--- src/rtl/instr_encoder_loader.sv ---
// Packs decoded MIPS fields into 32-bit instruction words and streams them
// into instruction memory through a word write port, behind a 2-entry FIFO.
module instr_encoder_loader #(
    parameter logic [31:0] BASE_ADDR  = 32'h0000_0000,
    parameter int unsigned IMEM_WORDS = 256
) (
    input  logic        e_clk,
    input  logic        e_rst,
    input  logic        e_i_start,
    input  logic        e_i_valid,
    output logic        e_o_ready,
    input  logic        e_i_last,
    input  logic [5:0]  e_i_opcode,
    input  logic [5:0]  e_i_funct,
    input  logic [4:0]  e_i_addr_rs,
    input  logic [4:0]  e_i_addr_rt,
    input  logic [4:0]  e_i_addr_rd,
    input  logic [15:0] e_i_imm,
    output logic        e_o_we,
    input  logic        e_i_wready,
    output logic [31:0] e_o_waddr,
    output logic [31:0] e_o_wdata,
    output logic [1:0]  e_o_state,
    output logic        e_o_done,
    output logic [15:0] e_o_count,
    output logic        e_o_err_op,
    output logic        e_o_err_full,
    output logic [7:0]  e_o_drop_cnt
);

    localparam int unsigned IW    = 32;
    localparam int unsigned ACW   = $clog2(IMEM_WORDS + 1);
    localparam int unsigned DEPTH = 2;

    localparam logic [5:0] OP_RTYPE = 6'h00;
    localparam logic [5:0] OP_BEQ   = 6'h04;
    localparam logic [5:0] OP_BNE   = 6'h05;
    localparam logic [5:0] OP_ADDI  = 6'h08;
    localparam logic [5:0] OP_ADDIU = 6'h09;
    localparam logic [5:0] OP_SLTI  = 6'h0A;
    localparam logic [5:0] OP_SLTIU = 6'h0B;
    localparam logic [5:0] OP_ANDI  = 6'h0C;
    localparam logic [5:0] OP_ORI   = 6'h0D;
    localparam logic [5:0] OP_LOAD  = 6'h23;
    localparam logic [5:0] OP_STORE = 6'h2B;

    typedef enum logic [1:0] {
        S_IDLE  = 2'd0,
        S_LOAD  = 2'd1,
        S_DRAIN = 2'd2,
        S_DONE  = 2'd3
    } state_e;

    state_e state_q, state_d;

    logic [IW-1:0]  mem_q [DEPTH];
    logic [IW-1:0]  mem_d [DEPTH];
    logic           wr_ptr_q, wr_ptr_d;
    logic           rd_ptr_q, rd_ptr_d;
    logic [1:0]     fifo_cnt_q, fifo_cnt_d;
    logic [ACW-1:0] acc_q, acc_d;
    logic [15:0]    count_q, count_d;
    logic [31:0]    waddr_q, waddr_d;
    logic           err_op_q, err_op_d;
    logic           err_full_q, err_full_d;
    logic [7:0]     drop_q, drop_d;
    logic           ready_q, ready_d;
    logic           we_q, we_d;
    logic [IW-1:0]  wdata_q, wdata_d;
    logic           done_q, done_d;

    logic           op_ok_c;
    logic [IW-1:0]  enc_c;
    logic           init_c, accept_c, push_c, pop_c, full_hit_c, drop_inc_c;

    // Opcode legality and field packing; shamt is always zero
    always_comb begin
        op_ok_c = 1'b0;
        enc_c   = {e_i_opcode, e_i_addr_rs, e_i_addr_rt, e_i_imm};
        case (e_i_opcode)
            OP_RTYPE: begin
                op_ok_c = 1'b1;
                enc_c   = {e_i_opcode, e_i_addr_rs, e_i_addr_rt, e_i_addr_rd, 5'b0, e_i_funct};
            end
            OP_BEQ, OP_BNE, OP_ADDI, OP_ADDIU, OP_SLTI, OP_SLTIU,
            OP_ANDI, OP_ORI, OP_LOAD, OP_STORE: op_ok_c = 1'b1;
            default: op_ok_c = 1'b0;
        endcase
    end

    // Handshake qualifiers; ready_q already encodes "in LOAD, not full, room left"
    assign init_c     = e_i_start && (state_q == S_IDLE || state_q == S_DONE);
    assign accept_c   = (state_q == S_LOAD) && e_i_valid && ready_q;
    assign push_c     = accept_c && op_ok_c;
    assign pop_c      = we_q && e_i_wready;
    assign full_hit_c = (state_q == S_LOAD) && e_i_valid && (acc_q == ACW'(IMEM_WORDS));
    assign drop_inc_c = (accept_c && !op_ok_c) || full_hit_c;

    // State register
    always_ff @(posedge e_clk) begin
        if (e_rst) state_q <= S_IDLE;
        else       state_q <= state_d;
    end

    // Next-state logic
    always_comb begin
        state_d = state_q;
        case (state_q)
            S_IDLE:  if (e_i_start) state_d = S_LOAD;
            S_LOAD:  if ((accept_c && e_i_last) || full_hit_c) state_d = S_DRAIN;
            S_DRAIN: if (fifo_cnt_d == 2'd0) state_d = S_DONE;
            S_DONE:  if (e_i_start) state_d = S_LOAD;
            default: state_d = S_IDLE;
        endcase
    end

    // Datapath and output next values, computed so every output is a flop
    always_comb begin
        mem_d      = mem_q;
        wr_ptr_d   = wr_ptr_q;
        rd_ptr_d   = rd_ptr_q;
        fifo_cnt_d = fifo_cnt_q;
        acc_d      = acc_q;
        count_d    = count_q;
        waddr_d    = waddr_q;
        err_op_d   = err_op_q;
        err_full_d = err_full_q;
        drop_d     = drop_q;

        if (init_c) begin
            waddr_d    = BASE_ADDR;
            count_d    = 16'd0;
            acc_d      = '0;
            err_op_d   = 1'b0;
            err_full_d = 1'b0;
            drop_d     = 8'd0;
        end
        if (push_c) begin
            mem_d[wr_ptr_q] = enc_c;
            wr_ptr_d        = ~wr_ptr_q;
            acc_d           = acc_q + ACW'(1);
        end
        if (pop_c) begin
            rd_ptr_d = ~rd_ptr_q;
            waddr_d  = waddr_q + 32'd4;
            count_d  = count_q + 16'd1;
        end
        if (push_c && !pop_c)      fifo_cnt_d = fifo_cnt_q + 2'd1;
        else if (pop_c && !push_c) fifo_cnt_d = fifo_cnt_q - 2'd1;

        if (accept_c && !op_ok_c) err_op_d   = 1'b1;
        if (full_hit_c)           err_full_d = 1'b1;
        if (drop_inc_c && drop_q != 8'hFF) drop_d = drop_q + 8'd1;

        ready_d = (state_d == S_LOAD) && (fifo_cnt_d != 2'd2) && (acc_d < ACW'(IMEM_WORDS));
        we_d    = (fifo_cnt_d != 2'd0);
        wdata_d = mem_d[rd_ptr_d];
        done_d  = (state_d == S_DONE);
    end

    // Datapath registers; reset empties the FIFO and clears every output
    always_ff @(posedge e_clk) begin
        if (e_rst) begin
            mem_q[0]   <= '0;
            mem_q[1]   <= '0;
            wr_ptr_q   <= 1'b0;
            rd_ptr_q   <= 1'b0;
            fifo_cnt_q <= 2'd0;
            acc_q      <= '0;
            count_q    <= 16'd0;
            waddr_q    <= BASE_ADDR;
            err_op_q   <= 1'b0;
            err_full_q <= 1'b0;
            drop_q     <= 8'd0;
            ready_q    <= 1'b0;
            we_q       <= 1'b0;
            wdata_q    <= '0;
            done_q     <= 1'b0;
        end else begin
            mem_q      <= mem_d;
            wr_ptr_q   <= wr_ptr_d;
            rd_ptr_q   <= rd_ptr_d;
            fifo_cnt_q <= fifo_cnt_d;
            acc_q      <= acc_d;
            count_q    <= count_d;
            waddr_q    <= waddr_d;
            err_op_q   <= err_op_d;
            err_full_q <= err_full_d;
            drop_q     <= drop_d;
            ready_q    <= ready_d;
            we_q       <= we_d;
            wdata_q    <= wdata_d;
            done_q     <= done_d;
        end
    end

    assign e_o_ready    = ready_q;
    assign e_o_we       = we_q;
    assign e_o_waddr    = waddr_q;
    assign e_o_wdata    = wdata_q;
    assign e_o_state    = state_q;
    assign e_o_done     = done_q;
    assign e_o_count    = count_q;
    assign e_o_err_op   = err_op_q;
    assign e_o_err_full = err_full_q;
    assign e_o_drop_cnt = drop_q;

endmodule

--- config.mk ---
export PLATFORM = sky130hd
export DESIGN_NAME = instr_encoder_loader
export DESIGN_NICKNAME = d
export VERILOG_FILES = /design/src/rtl/instr_encoder_loader.sv
export SDC_FILE = /design/constraint.sdc
export NUM_CORES = 1
export LEC_CHECK = 0
export BUFFER_PORTS_ARGS = -buffer_cell sky130_fd_sc_hd__buf_2
export CAP_MARGIN = 20
export CORE_ASPECT_RATIO = 1.75
export CORE_MARGIN = 3
export CORE_UTILIZATION = 45
export CTS_CLUSTER_DIAMETER = 60
export DETAILED_ROUTE_END_ITERATION = 6
export PLACE_DENSITY = 0.69
export SYNTH_ARGS = -nofsm -noshare
export SYNTH_HDL_FRONTEND = slang
export SYNTH_SLANG_ARGS = --single-unit
--- constraint.sdc ---
create_clock -name e_clk -period 2.7 [get_ports e_clk]
set_input_delay 0.135 -clock e_clk [delete_from_list [all_inputs] [get_ports e_clk]]
set_output_delay 0.135 -clock e_clk [all_outputs]
set_load 0.05 [all_outputs]
==> results of run 1 <==
stage by stage:
stage | power (mW) | hold slack [ns]
floorplan | 3.28 | 0.298
global placement | 3.57 | 0.407
detailed placement | 3.58 | 0.421
CTS | 5.96 | 0.0214
global route | 6.12 | 0.0609
finish | 5.88 | 0.0376
synthesized netlist by cell type, drive strengths merged (3+ instances only):
| cell | instances |
|---|---|
| dfxtp | 170 |
| o22ai | 32 |
| and3 | 11 |
| mux2i | 63 |
| nor2b | 3 |
| o21ai | 17 |
| a21oi | 29 |
| or3 | 9 |
| buf | 13 |
| nor4 | 4 |
| o211a | 4 |
| nand2b | 7 |
| and2 | 10 |
| nor2 | 116 |
| nand4 | 19 |
| a211oi | 6 |
| or2 | 5 |
| clkbuf | 31 |
| nand3 | 20 |
| nand2 | 45 |
| a22oi | 3 |
| a311oi | 7 |
| xor2 | 5 |
| ha | 7 |
| mux2 | 21 |
| nand3b | 6 |
| a31oi | 5 |
| o211ai | 9 |
| a41oi | 3 |
| or4 | 5 |
| xnor2 | 11 |
| and4 | 4 |
| nor3 | 12 |
| inv | 12 |
layout make-up:
class                      count  area [µm²]
sequential                   170        3400
tap                          183         229
fill                        1366        6530
inverter                      12        45.0
timing repair buffer         165         938
multi-input combinational    528        3410
clock inverter                14         149
clock buffer                  17         425
layout by cell type, fill, tap and decap left out, types with 19 or more instances in the layout:
cell type,netlist,routed
mux2_2,21,21
nand2_1,45,45
o22ai_1,32,32
nand4_1,19,19
nor2_1,116,116
a21oi_1,29,29
buf_2,5,140
nand3_1,20,19
mux2i_1,63,63
dfxtp_1,170,170
cells by family (layout without fill, tap and decap cells):
logic type                 Yosys count  count (layout)  synth area share
and+or+nand+nor                    279             279             0.193
DFF                                170             170             0.483
AOI/OAI and AO/OA                  140             140             0.133
muxes                               84              84             0.123
buffers and inverters               56             208            0.0345
xor gates and xnor gates            16              16            0.0199
adders and majority gates            7               7            0.0124
other                                1               2          0.000532
registers in the layout (all words and copies together), names as in the netlist, 2 cells and up:
signal and flops:
e_o_wdata 32, e_o_waddr 30, acc_q 9, mem_q 64, e_o_drop_cnt 8, fifo_cnt_q 2
e_o_state 2, e_o_count 16
repair_timing:
action	in CTS	in global routing
setup buffers	0	0
hold buffers	10	0
gates resized for setup	0	0
hold endpoints to repair	20	0
path summary, 6_finish.rpt:
path                  from         to  slack, ns
max           e_o_state[0]  e_o_ready       0.29
min          e_i_opcode[0]  mem_q[26]       0.04
max reg2reg   e_o_state[0]  e_o_ready       0.29
min reg2reg      mem_q[30]  mem_q[30]       0.45
routing by layer:
metal	GRT usage	up-vias
met5	0	-
li1	-	2988
met4	0.0850	0
met2	0.372	145
met3	0.0345	25
met1	0.225	2853
critical path, cell delays in order (launching register included):
cell	delay (ns)
dfxtp_1	0.39
ha_1	0.31
and3_1	0.26
nand2b_1	0.27
o211a_1	0.33
o41ai_1	0.55
a2111oi_0	0.16
report_power, final:
group / switching (mW) / internal (mW)
Clock: 1.12 / 1.23
Combinational: 0.668 / 0.262
Sequential: 0.0425 / 2.56
Total: 1.83 / 4.05
==> impl_results.md, run 1 <==
* Hold Path Class: in -> reg
* WP data arrival at 2.68 ns
* Clock transition at the registers of the reported paths at 0.07 ns
* Largest net degree at the start of global routing at 53
* 1st-iter DRT viols at 207
* Worst Skew at 0.0115 ns
* Max layer used: met4
* Die height at 172 µm
* Critical Path RT at 2.96 ns
* Final WL at 17.1 mm
* Synth Instances at 753
* Final net count at 950
* CTS Root Buffer Type: clkbuf_16
* First-pass GRT wire length at 28.2 mm
* Static Leak at 3.63 nW
* CTS Buffer Depth at 2
* Cts bufs inserted at 17
* Worst skew pair latency at 0.42 ns
* Share of Yosys cell area claimed by the top area cell type at 0.483
* Clock Sinks at 170
* Final std cells w/o fill at 1089
* Clock H-tree levels at 4
* Max Fclk at 414 MHz
* Mapped Area at 7040 µm²
* Setup crit end kind: register
* Peak supply drop at 0.366 mV
* Initial core utilization at 0.465
* Initial antenna violation count at 0
* Met2 routed WL at 9.30 mm
* Die span in x at 101 µm
* DRT antenna net count at 0
* Vias after detailed routing at 6011
* DRC viols at 0
* Finished Cell Area at 8600 µm²
* Fin crit share at 0.894
* Avg Cell Area, Syn at 9.35 µm²
* DR WL met3 at 716 µm
* Status: finished clean
* Detailed Routing Iterations Pass 1 at 5
* GR Overflow Total at 0
* Reg2reg path depth at 6
* Area leader, netlist: dfxtp_1
* Layout cell share with drive strength beyond 1 at 0.242
* Critical Path Start Type: register
* Sequential share of the synthesized area at 0.483
* Endpoints failing setup at 0
* Die area at 17300 µm²
* Gpl congestion at 0.841
* Final worst slack at 0.286 ns
* Port Buffer Count at 141
* Pre-CTS WS at 0.367 ns
* Num rows at 59
* Final hold violation count at 0
* Core Footprint at 15100 µm²
* Via-per-instance ratio at 5.52
* Vias in the first global route at 5775
* Fin. max-slew vios at 0
* Area grow syn2layout at 22.1%
* Cell count after placement at 1048
* Hold depth at 3
* Slew @ Worst Pin at 0.731 ns
* Setup TNS at 0 ns
* Gr usage total at 0.202
* PD cells at 683 nW/µm²
* Critical-path maximum fanout at 10
* # Max-Cap Violations at 0
* RSZ-0062 raised after global routing: no
* Post-detailed-route wirelength per cell at 15.7 µm
* Min cycle time layout at 2.41 ns
* Synth Warn # at 0
* Max_slew headroom at 0.511
* Placed cell areas at 7930 µm²
* Metal-1 WL at 6.77 mm
* Register bit total from synthesis at 170
* CTS tree: yes
* Synth unique cells at 58
* # IOs at 144
* Top cells by area, synth: dfxtp_1 (48%), mux2i_1 (9.0%), nor2_1 (6.2%)
* Core Util, Final at 0.568
* Post-synth EDFFs at 0
* Post-synth top flop: dfxtp_1
* Kind of critical path: reg -> reg
* Detailed placement HPWL at 12.0 mm
* Ant diodes at 0
* Post-synth ARST share at 0
Power figures use the tool's default switching activity.
==> run 2, diff against run 1 <==
--- a/config.mk
+++ b/config.mk
@@ -5,14 +5,14 @@
 export SDC_FILE = /design/constraint.sdc
 export NUM_CORES = 1
 export LEC_CHECK = 0
-export BUFFER_PORTS_ARGS = -buffer_cell sky130_fd_sc_hd__buf_2
+export BUFFER_PORTS_ARGS = -buffer_cell sky130_fd_sc_hd__clkbuf_2
 export CAP_MARGIN = 20
 export CORE_ASPECT_RATIO = 1.75
 export CORE_MARGIN = 3
 export CORE_UTILIZATION = 45
 export CTS_CLUSTER_DIAMETER = 60
 export DETAILED_ROUTE_END_ITERATION = 6
-export PLACE_DENSITY = 0.69
+export PLACE_DENSITY = 0.71
 export SYNTH_ARGS = -nofsm -noshare
 export SYNTH_HDL_FRONTEND = slang
 export SYNTH_SLANG_ARGS = --single-unit
==> constraint.sdc (replaced) <==
create_clock -name e_clk -period 1.94 [get_ports e_clk]
set_input_delay 0.097 -clock e_clk [delete_from_list [all_inputs] [get_ports e_clk]]
set_output_delay 0.097 -clock e_clk [all_outputs]
set_load 0.05 [all_outputs]
==> run 2 against run 1 <==
Critical endpoint is now e_o_drop_cnt[5]. Sequential cell count unchanged. Register-to-register slack got worse by 0.40 ns. Critical path type unchanged. Via count increased by 4.3%. Cell area increased by 9.4%. Power increased by 46%. Non-clock buffer count increased by 56. Critical path depth decreased by 1. The run now ends with negative setup slack left. Clock skew increased by 0.0030 ns. Die area unchanged. Setup slack got worse by 0.40 ns. Sequential share of layout area decreased by 2.8 points.
==> impl_results.md, run 2 (synthesized netlist as in run 1, its figures left out) <==
* Hold Path Class: in -> reg (unchanged)
* Slowest CP cell: or4_4 (was o41ai_1)
* Final hold violation count at 0 (unchanged)
* Endpoints failing setup at 6 (was 0)
* Fillers at 1276 (was 1366)
* RSZ-0062 raised after global routing: yes (was no)
* Gr usage total at 0.208 (was 0.202)
* Max_slew headroom at 0.475 (was 0.511)
* Num rows at 59 (unchanged)
* Core Util, Final at 0.622 (was 0.568)
* Top reg by flops: mem_q (unchanged)
* Number of cells on the critical path at 5 (was 6)
* Reg2reg path depth at 5 (was 6)
* Detailed Routing Iterations Pass 1 at 4 (was 5)
* Setup crit end kind: register (unchanged)
* GR Overflow Total at 0 (unchanged)
* Max incr delay on CP at 0.53 ns (was 0.55 ns)
* Fin crit share at 1.06 (was 0.894)
* Max reg flops at 64 (unchanged)
* Gpl congestion at 0.869 (was 0.841)
* Slew @ Worst Pin at 0.788 ns (was 0.731 ns)
* DRC viols at 0 (unchanged)
* Port Buffer Count at 141 (unchanged)
* Kind of critical path: reg -> reg (unchanged)
* Die span in x at 101 µm (unchanged)
* Pre-CTS WS at -0.108 ns (was 0.367 ns)
* Vias after detailed routing at 6271 (was 6011)
* Area grow syn2layout at 33.6% (was 22.1%)
* Critical Path RT at 2.27 ns (was 2.96 ns)
* Cell chain of the critical path: or4_4 > or3_4 > o211a_4 > or4_4 > o221ai_2 (was ha_1 > and3_1 > nand2b_1 > o211a_1 > o41ai_1 > a2111oi_0)
* 1st-iter DRT viols at 177 (was 207)
* Initial antenna violation count at 0 (unchanged)
* Critical Path Start Type: register (unchanged)
* Layout cell share with drive strength beyond 1 at 0.349 (was 0.242)
* Commonest non-fill, non-tap cells in the layout: clkbuf_2 (140), dfxtp_1 (137), nor2_1 (115) (was dfxtp_1 (170), buf_2 (140), nor2_1 (116))
* CTS Buffer Depth at 2 (unchanged)
* Cts bufs inserted at 17 (unchanged)
* PD cells at 912 nW/µm² (was 683 nW/µm²)
* Clock H-tree levels at 4 (unchanged)
* Most common cell after layout, fill and taps aside: clkbuf_2 (was dfxtp_1)
* # Max-Cap Violations at 0 (unchanged)
* Final net count at 1006 (was 950)
* Die area at 17300 µm² (unchanged)
* Peak supply drop at 0.602 mV (was 0.366 mV)
* FF-to-FF setup slack at -0.11 ns (was 0.29 ns)
* Core Footprint at 15100 µm² (unchanged)
* Cell count after placement at 1088 (was 1048)
* Clock transition at the registers of the reported paths at 0.07 ns (about the same)
* Static Leak at 3.94 nW (was 3.63 nW)
* Setup crit end: e_o_drop_cnt[5] (was e_o_ready)
* Fin. max-slew vios at 0 (unchanged)
* Final std cells w/o fill at 1146 (was 1089)
* # IOs at 144 (unchanged)
* Vias in the first global route at 6008 (was 5775)
* Critical-path maximum fanout at 6 (was 10)
* Critical path origin: acc_q[4] (was e_o_state[0])
* Failing checks: negative setup slack
* CP top delay family: simple AND/OR/NAND/NOR gates (was compound AO/OA/AOI/OAI gates)
* CTS Root Buffer Type: clkbuf_16 (unchanged)
* Die height at 172 µm (unchanged)
* Final worst slack at -0.114 ns (was 0.286 ns)
* Via-per-instance ratio at 5.47 (was 5.52)
* WP data arrival at 2.38 ns (was 2.68 ns)
* Initial core utilization at 0.465 (unchanged)
* Max Fclk at 487 MHz (was 414 MHz)
* Min cycle time layout at 2.05 ns (was 2.41 ns)
* CTS tree: yes (unchanged)
* Hold_ws at 0.0363 ns (was 0.0376 ns)
* Status: complete, but fails checks (was finished clean)
* Largest net degree at the start of global routing at 75 (was 53)
* Clock Sinks at 170 (unchanged)
* DRT antenna net count at 0 (unchanged)
* Detailed placement HPWL at 12.5 mm (was 12.0 mm)
* Final WL at 18.4 mm (was 17.1 mm)
* Worst Skew at 0.0146 ns (was 0.0115 ns)
* Post-detailed-route wirelength per cell at 16.1 µm (was 15.7 µm)
* Total power at 8.59 mW (was 5.88 mW)
* Top cell by count, worst path: or4_4
* CP Buf/Inv Count at 0 (unchanged)
* Worst r2r src: acc_q[4] (was e_o_state[0])
* Terminus of the critical flop-to-flop path: e_o_drop_cnt[5] (was e_o_ready)
* First-pass GRT wire length at 29.1 mm (was 28.2 mm)
* Worst skew pair latency at 0.42 ns (about the same)
* Ant diodes at 0 (unchanged)
run 2: cell count changes in the layout (fill, tap and decap cells not counted), moves of 3 or more:
cell,delta
dfxtp_1,-33
dfxtp_4,+6
mux2i_4,+8
mux2i_1,-10
clkinv_8,+3
inv_8,-3
buf_4,+49
clkbuf_2,+140
dfxtp_2,+27
buf_2,-140
run 2: metal layers:
metal,vias to the layer above,track usage,part of all wire
li1,3118,-,-
met1,2984,0.230,0.39
met5,-,0,0
met3,25,0.0398,0.040
met4,0,0.0827,0.026
met2,144,0.383,0.55
run 2: cell type report:
type                            count  area (µm²)  share of cell area
Sequential cell                   170        3460               0.367
Clock buffer                       17         425              0.0452
Tap cell                          183         229              0.0243
Timing Repair Buffer              221        1450               0.154
Inverter                           12        47.5             0.00505
Multi-Input combinational cell    528        3630               0.386
Clock inverter                     15         178              0.0189
run 2: through the flow:
stage                     area [µm²]  TNS [ns]
final                           9410    -0.432
after global routing            9410     -1.02
after CTS                       9100    -0.202
after detailed placement        8330    -0.406
after global placement          8330    -0.177
after floorplan                 7150    -0.155
run 2: power by group:
group          internal [mW]  total, mW  switching [mW]  leakage (nW)
logic                  0.591       1.61            1.02          2.26
registers               3.57       3.64          0.0719          1.39
clock network           1.74       3.34            1.59         0.293
run 2: repair_timing:
item                                   in CTS  in global routing
setup endpoints to repair                  10                 76
pin swaps                                   3                 12
endpoints found under the hold margin      24                  0
cloned                                      1                  2
resized for setup                           8                 33
hold buffers                               11                  0
buffers inserted                            0                 12
run 2: worst register-to-register path, stage by stage, from the launching register on:
cell and delay, ns:
dfxtp_1 0.31, or4_4 0.53, or3_4 0.41, o211a_4 0.17, or4_4 0.48, o221ai_2 0.07
run 2: worst min path at each step:
stage	end	slack (ns)	start	cells past startpoint
floorplan	mem_q[16]	0.26	e_i_addr_rt[0]	2
global placement	mem_q[21]	0.37	e_i_addr_rs[0]	3
detailed placement	mem_q[21]	0.37	e_i_addr_rs[0]	3
CTS	mem_q[61]	0.002	e_i_opcode[3]	3
global route	e_o_waddr[9]	0.04	e_rst	2
finish	mem_q[26]	0.04	e_i_opcode[0]	3
==> run 3, diff against run 2 <==
--- a/config.mk
+++ b/config.mk
@@ -13,6 +13,7 @@
 export CTS_CLUSTER_DIAMETER = 60
 export DETAILED_ROUTE_END_ITERATION = 6
 export PLACE_DENSITY = 0.71
+export RECOVER_POWER = 25
 export SYNTH_ARGS = -nofsm -noshare
 export SYNTH_HDL_FRONTEND = slang
 export SYNTH_SLANG_ARGS = --single-unit
==> run 3 against run 2 <==
Utilization shrank 0.50 points. The run still ends with negative setup slack left. Critical path type unchanged. Non-clock buffer count is the same. Setup slack is essentially flat. Fmax is essentially flat. Sequential cell count is the same. Register-to-register slack is essentially flat. Sequential power is essentially flat. Critical endpoint unchanged. Clock power is essentially flat. Die area is the same. Clock skew grew 0.0022 ns. Count of clock-buffer cells in the layout is the same.
==> impl_results.md, run 3 (synthesized netlist as in run 1, its figures left out) <==
* NetSw at 2.69 mW (about the same)
* Critical-path maximum fanout at 6 (unchanged)
* Final WL at 18.5 mm (was 18.4 mm)
* Detailed Routing Iterations Pass 1 at 4 (unchanged)
* Top reg by flops: mem_q (unchanged)
* Total power at 8.58 mW (was 8.59 mW)
* Worst skew pair latency at 0.42 ns (about the same)
* Vias in the first global route at 6008 (unchanged)
* Slew @ Worst Pin at 0.777 ns (was 0.788 ns)
* Status: complete, but fails checks (unchanged)
* PD cells at 918 nW/µm² (was 912 nW/µm²)
* Combinational Power Share at 0.187 (was 0.188)
* CTS Buffer Depth at 2 (unchanged)
* 1st-iter DRT viols at 178 (was 177)
* Port Buffer Count at 141 (unchanged)
* Top cell by count, worst path: or4_4 (unchanged)
* Fin crit share at 1.06 (about the same)
* Kind of critical path: reg -> reg (unchanged)
* Layout cell share with drive strength beyond 1 at 0.287 (was 0.349)
* Commonest non-fill, non-tap cells in the layout: dfxtp_1 (137), nor2_1 (115), clkbuf_2 (80) (was clkbuf_2 (140), dfxtp_1 (137), nor2_1 (115))
* # IOs at 144 (unchanged)
* Switching share of total power at 0.313 (about the same)
* Clk pwr share at 0.389 (about the same)
* Cell chain of the critical path: or4_4 > or3_4 > o211a_4 > or4_4 > o221ai_2 (unchanged)
* Core Footprint at 15100 µm² (unchanged)
* Area grow syn2layout at 32.6% (was 33.6%)
* Max Fclk at 487 MHz (about the same)
* Most common cell after layout, fill and taps aside: dfxtp_1 (was clkbuf_2)
* Die height at 172 µm (unchanged)
* Clock transition at the registers of the reported paths at 0.07 ns (about the same)
* Num rows at 59 (unchanged)
* Die area at 17300 µm² (unchanged)
* Core Util, Final at 0.617 (was 0.622)
* Via-per-instance ratio at 5.47 (about the same)
* Gr usage total at 0.208 (unchanged)
* Max reg flops at 64 (unchanged)
* Clock Sinks at 170 (unchanged)
* Max_slew headroom at 0.482 (was 0.475)
* RSZ-0062 raised after global routing: yes (unchanged)
* Slowest CP cell: or4_4 (unchanged)
* DRT antenna net count at 0 (unchanged)
* Peak supply drop at 0.602 mV (about the same)
* Die span in x at 101 µm (unchanged)
* Initial antenna violation count at 0 (unchanged)
* WP data arrival at 2.38 ns (about the same)
* Setup crit end kind: register (unchanged)
* Endpoints failing setup at 7 (was 6)
* Critical Path Start Type: register (unchanged)
* Final net count at 1006 (unchanged)
* Clock H-tree levels at 4 (unchanged)
* Post-detailed-route wirelength per cell at 16.1 µm (about the same)
* Ant diodes at 0 (unchanged)
* Failing checks: negative setup slack (unchanged)
* Hold_ws at 0.0350 ns (was 0.0363 ns)
* Vias after detailed routing at 6265 (was 6271)
* Fin. max-slew vios at 0 (unchanged)
* GR Overflow Total at 0 (unchanged)
* DRC viols at 0 (unchanged)
* Max incr delay on CP at 0.53 ns (about the same)
* First-pass GRT wire length at 29.1 mm (unchanged)
* Cell-internal power at 5.89 mW (was 5.90 mW)
* Final hold violation count at 0 (unchanged)
* Cts bufs inserted at 17 (unchanged)
* # Max-Cap Violations at 0 (unchanged)
* Min cycle time layout at 2.05 ns (about the same)
* Seq pwr share at 0.424 (about the same)
* CTS Root Buffer Type: clkbuf_16 (unchanged)
* Setup TNS at -0.423 ns (was -0.432 ns)
* Gpl congestion at 0.869 (unchanged)
* Fillers at 1307 (was 1276)
* Worst Skew at 0.0167 ns (was 0.0146 ns)
* CTS tree: yes (unchanged)
* Largest net degree at the start of global routing at 75 (unchanged)
* Initial core utilization at 0.465 (unchanged)
* Hold Path Class: in -> reg (unchanged)
* Static Leak at 3.74 nW (was 3.94 nW)
* Detailed placement HPWL at 12.5 mm (unchanged)
* Final worst slack at -0.114 ns (about the same)
* Critical Path RT at 2.27 ns (about the same)
==> run 3: cell counts in the layout (fill, tap and decap cells not counted) <==
Identical to the previous run, type by type.
==> run 3: per-stage QoR <==
step | instance area (µm²) | instances | setup WS [ns]
2_1_floorplan | 7150 | 754 | -0.0940
3_3_place_gp | 8330 | 1088 | -0.0754
3_5_place_dp | 8330 | 1088 | -0.108
4_1_cts | 9100 | 1132 | -0.0844
5_1_grt | 9340 | 1146 | -0.160
6_report | 9340 | 1146 | -0.114
==> run 3: layer usage <==
layer | GRT usage | up-vias | routed length, µm
li1 | - | 3114 | -
met1 | 0.230 | 2989 | 7140
met2 | 0.383 | 139 | 10200
met3 | 0.0398 | 23 | 745
met4 | 0.0827 | 0 | 470
met5 | 0 | - | 0
==> run 3: layout make-up <==
class	instances	area, µm²	area share
clock buffer	17	425	0.0456
clock inverter	15	178	0.0190
inverter	12	47.5	0.00509
multi-input combinational	528	3630	0.389
sequential	170	3460	0.370
tap	183	229	0.0245
timing repair buffer	221	1370	0.147
==> run 3: critical path: cells and delay by family, from the launching register on <==
kind	cells	cell delay [ns]
compound gates	2	0.24
simple gates	3	1.42
flops	1	0.31
==> run 3: timing repair <==
| item | 4_1_cts | 5_1_grt |
|---|---|---|
| pin swaps | 3 | 12 |
| cloned | 1 | 2 |
| resized for setup | 8 | 33 |
| endpoints found under the setup margin | 10 | 76 |
| hold buffers | 11 | 0 |
| buffers inserted | 0 | 12 |
| hold endpoints to repair | 24 | 0 |
==> run 3: power by group through the flow <==
stage          Clock (mW)  Sequential, mW  Combinational [mW]
2_1_floorplan           0            3.88               0.729
3_3_place_gp            0            3.71                1.48
3_5_place_dp            0            3.72                1.49
4_1_cts              3.42            3.63                1.53
5_1_grt              3.58            3.65                1.73
6_report             3.34            3.64                1.60
==> run 3: final timing paths <==
path,startpoint,end,slack [ns],depth (start not counted)
max,acc_q[4],e_o_drop_cnt[5],-0.11,5
min,e_i_opcode[0],mem_q[26],0.03,3
max reg2reg,acc_q[4],e_o_drop_cnt[5],-0.11,5
min reg2reg,mem_q[30],mem_q[30],0.44,2
